**src/rtl/mux_arbiter.sv**
```systemverilog
// mux_arbiter: two-source round-robin arbiter with a burst limit, steering
// the granted source's data onto a single shared channel.
//
//   state | meaning
//   ------+-----------------------------------------------------------
//   IDLE  | no owner; arbitrate next edge, ties go to source != last
//   GNT0  | source 0 owns the channel, f = x1
//   GNT1  | source 1 owns the channel, f = x2
//
// A released owner always hands over to the other source or drops to IDLE,
// so one source can never hold the channel for two bursts in a row while
// the other is waiting.
module mux_arbiter #(
  parameter int DATA_W    = 8,
  parameter int MAX_BURST = 4
) (
  input  logic              clk,
  input  logic              rst_n,
  input  logic              req0,
  input  logic              req1,
  input  logic [DATA_W-1:0] x1,
  input  logic [DATA_W-1:0] x2,
  input  logic              ready,
  output logic              gnt0,
  output logic              gnt1,
  output logic              s,
  output logic [DATA_W-1:0] f,
  output logic              valid
);

  typedef enum logic [1:0] {
    IDLE = 2'd0,
    GNT0 = 2'd1,
    GNT1 = 2'd2
  } state_t;

  // Terminal burst count: the transfer seen while cnt equals this is the last.
  localparam logic [7:0] CNT_LAST = 8'(MAX_BURST - 1);

  state_t     state;
  logic       last;
  logic [7:0] cnt;
  logic       xfer;
  logic       at_limit;

  // Grants and mux select come straight from registered state.
  assign gnt0     = (state == GNT0);
  assign gnt1     = (state == GNT1);
  assign s        = gnt1;
  assign f        = s ? x2 : x1;
  assign valid    = (gnt0 & req0) | (gnt1 & req1);
  assign xfer     = valid & ready;
  assign at_limit = (cnt == CNT_LAST);

  // Arbitration, burst counting and grant release.
  always_ff @(posedge clk or negedge rst_n) begin
    if (!rst_n) begin
      state <= IDLE;
      cnt   <= 8'd0;
      last  <= 1'b1;
    end else begin
      case (state)
        IDLE: begin
          cnt <= 8'd0;
          if (req0 && (!req1 || last))
            state <= GNT0;
          else if (req1)
            state <= GNT1;
        end
        GNT0: begin
          if (!req0 || (xfer && at_limit)) begin
            last  <= 1'b0;
            cnt   <= 8'd0;
            state <= req1 ? GNT1 : IDLE;
          end else if (xfer) begin
            cnt <= cnt + 8'd1;
          end
        end
        GNT1: begin
          if (!req1 || (xfer && at_limit)) begin
            last  <= 1'b1;
            cnt   <= 8'd0;
            state <= req0 ? GNT0 : IDLE;
          end else if (xfer) begin
            cnt <= cnt + 8'd1;
          end
        end
        default: begin
          state <= IDLE;
          cnt   <= 8'd0;
        end
      endcase
    end
  end

endmodule

```
**config.mk**
```make
export PLATFORM = sky130hd
export DESIGN_NAME = mux_arbiter
export DESIGN_NICKNAME = d
export VERILOG_FILES = /design/src/rtl/mux_arbiter.sv
export SDC_FILE = /design/constraint.sdc
export NUM_CORES = 1
export LEC_CHECK = 0
export CAP_MARGIN = 5
export CORE_UTILIZATION = 40
export CTS_CLUSTER_DIAMETER = 120
export DETAILED_ROUTE_END_ITERATION = 6
export MAX_ROUTING_LAYER = met4
export PLACE_DENSITY_LB_ADDON = 0.1
export RECOVER_POWER = 50
export SLEW_MARGIN = 20
export SYNTH_ARGS = -nofsm -noshare
export SYNTH_HDL_FRONTEND = slang
export SYNTH_SLANG_ARGS = --single-unit
```
**constraint.sdc**
```tcl
create_clock -name clk -period 1.85 [get_ports clk]
set_input_delay 0.37 -clock clk [delete_from_list [all_inputs] [get_ports clk]]
set_output_delay 0.37 -clock clk [all_outputs]
set_load 0.02 [all_outputs]
```
==> impl_results.md <==
* Area share of fa/ha/maj cells after synthesis at about 8.5%
* Clock slew at reported path FFs at 0.09 ns
* CTS tree: done
* Unrepaired setup endpoints after global routing: yes
* Worst path bufs/invs at 3
* Xor and xnor fraction of the mapped netlist area at 8.291%
* Hold-fix buffers at CTS at 0
* Sequential Power Share at a little over a fifth
* Post-Synth Simple-Gate Area at 19.63%
* Synth Area in Compound Gates at between 10% and 20%
* Worst-Skew Late Latency at ~0.28 ns
* Sequence of cells on the critical path: inv_2 > ha_4 > buf_12 > mux2_2 > buf_6
* Internal power at 855.4 µW
* CP max FO at 5
* Pin count of the biggest net entering global routing at 12
* Synth top area share at 33.84%
* Num ports at 33
* Top cells by count, synth: 10 x dfrtp_1, 9 x nor2_1, 8 x mux2_2, 8 x nand2_1, 6 x xnor2_1
* Synth Flop Type: dfrtp_1
* Worst Setup SP: state[0]
* Crit-path max cell delay at 0.40 ns
* Nets at 152
* Worst slew pin tran at 0.5440 ns
* CP required at about 1.5 ns
* Setup tns final at -0.2543 ns
* First-pass GRT wire length at 3353 µm
* HPWL Detailed at 1528 µm
* Max-slew headroom at a little under two thirds
* Async SR Flop Fraction at 100.0%
* H-tree depth at 1
* Pins Over Slew Limit at 0
* # DRC at 0
* Root Buffer: clkbuf_4
* Worst hold margin at about 0.5 ns
* Final worst-path cycle share at 101.9%
* Post-synth net total at around 100
* Syn avg cell area at 9.730 µm²
* Share of layout cells above drive strength 1 at between 40 and 50%
* Grt ovf at 0
* Vias in the first global route at roughly 770
* Layout fillers at ~150
* Drt pass-1 iters at 4
* Outcome: complete, but fails checks
* Antenna violations before repair at 0
* Mux contribution to synthesized area at 12.18%
* Ranking of synthesized cells by area: dfrtp_1 34%, mux2_2 12%, ha_1 8.5%, xnor2_1 7.1%, nor2_1 4.6%
* HP Class: in2async
* Core area at 1727 µm²
* TritonCTS buffer count at 3
* Flop2flop setup slack at 0.10 ns
* Fmax at about 530 MHz
* Distinct cells, synth at 25
* Leakage at 0.5351 nW
* Clock share of power at 12.6%
* Failing checks: negative setup slack
* Syn Inst Count at 76
* Sequential area share after synthesis at between 30% and 40%
* Crit path time final at about 1.9 ns
* Largest family of logic cells by synthesized area: simple AND/OR/NAND/NOR gates
* 1st-iter DRT viols at 6
* Most common cell in the netlist: dfrtp_1
* Die width at around 45 µm
* Initial Utilization at between 40% and 50%
* Setup violators final at 9
* Final antenna diode count at 0
* Comb power frac at about two thirds
* Clk_skew at around 0.015 ns
* Num rows at 15
* Routed wire length at ~2100 µm
* Crit path DAT at 1.52 ns
* Largest delay share family, worst path: flip-flops
* Synth area leader: dfrtp_1
* R2R Path Start: state[1]
* Area Growth Syn to Fin at 70.39%
* Final ANT Viol Nets at 0
* Drt wl/cell at ~14 µm
* Crit end category: primary output
* CP Class: reg2out
* Routed via count at ~740
* Worst Setup EP: f[3]
* Clock Sinks at 11
* Routability cong. at 0.8606
* Yosys reg bits at 11
* Element type at the critical path start: register
* Deepest clock path buffer count at 2
* Sw Share at 38.69%
* WP depth at 5
* Total track usage at between 20% and 30%
* Setup ws final at -0.03588 ns
* Via density at between 4 and 5
* Slowest cell on crit path: dfrtp_1
* Die area at just over 2000 µm²
* Synth Cell Area at between 700 and 800 µm²
* FF-to-FF End: cnt[4]
* Synth warn at 0
* EDFF count, synth at 0
* NetSw at 539.9 µW
* Pwr dens at 1107 nW/µm²
* Max VDD drop at around 0.001 V
* IO Port Bufs at 32
* Final Hold Fails at 0
* Number of max-cap violations at 0
* Die H at between 40 and 50 µm
* R2R depth at 9
-- routing by layer --
| layer | share of wire (%) | global-route usage [%] | vias up |
|---|---|---|---|
| met3 | 3.0 | 4.000 | 2 |
| met4 | 0.88 | 7.273 | 0 |
| met2 | 56 | 45.22 | 24 |
| li1 | - | - | 366 |
| met1 | 40 | 26.38 | 349 |
| met5 | 0 | - | - |
-- cells in the final DEF, fill, tap and decap left out, types with 2 or more instances in the layout --
master / n
a21o_1: 2
a32o_1: 2
buf_2: 5
buf_4: 12
buf_6: 9
clkbuf_4: 3
clkdlybuf4s50_1: 19
dfrtp_1: 10
ha_1: 3
inv_2: 2
mux2_2: 8
nand2_1: 7
nand2b_1: 2
nand4_1: 3
nor2_1: 9
nor3_2: 3
o21ai_2: 2
xnor2_1: 6
-- cell type report --
| class | instances | area (µm²) | area share, % |
|---|---|---|---|
| flip-flops and latches | 11 | 276.5 | 21.95 |
| clock buffers | 4 | 26.28 | 2.085 |
| inverters | 3 | 11.26 | 0.8937 |
| well taps | 25 | 31.28 | 2.483 |
| repair buffers | 47 | 436.7 | 34.66 |
| multi-input cells | 60 | 478.0 | 37.93 |
-- state kept, by name, summed over array words and instances (netlist names) --
name,cells
state,2
last,1
cnt,8
-- power by group through the flow --
stage	clock network (mW)	logic, mW	registers (mW)
after global routing	0.186	0.982	0.304
after detailed placement	0	0.780	0.303
after global placement	0	0.771	0.302
after floorplan	0	0.428	0.305
after CTS	0.179	0.826	0.300
final	0.176	0.919	0.300
-- timing repair --
| action | CTS | global route |
|---|---|---|
| pin swaps | 2 | 2 |
| endpoints found under the setup margin | 22 | 14 |
| setup buffers | 3 | 2 |
| resized for setup | 64 | 12 |
-- how the worst min path moves through the flow --
| stage | end | slack, ns |
|---|---|---|
| CTS | cnt[1] | 0.44 |
| global placement | cnt[7] | 0.52 |
| global route | cnt[0] | 0.55 |
| finish | cnt[1] | 0.50 |
| floorplan | cnt[0] | 0.07 |
| detailed placement | cnt[7] | 0.53 |
-- through the flow --
step           util [%]  setup slack [ns]  cells  area (µm²)  power [mW]
2_1_floorplan         -          -0.08295     76       739.5      0.7331
3_3_place_gp      66.88           -0.2727    141        1155       1.073
3_5_place_dp      66.88           -0.2883    141        1155       1.082
4_1_cts           69.49          -0.05611    148        1200       1.306
5_1_grt           72.97          -0.06575    150        1260       1.471
6_report          72.97          -0.03588    150        1260       1.395
-- cell families after synthesis --
kind of cell / Yosys count
flops: 11
fa+ha+maj: 5
xor+xnor: 7
compound gates: 10
buf+inv: 5
mux: 8
simple gates: 30
-- worst register-to-register path: stages, from the launching register on --
cell	delay, ns
dfrtp_1	0.40
buf_4	0.14
inv_1	0.07
ha_2	0.21
a22oi_2	0.08
buf_4	0.14
buf_4	0.15
nor3_1	0.24
xnor2_1	0.15
nor2_1	0.05
(Power assumes the default switching activity.)
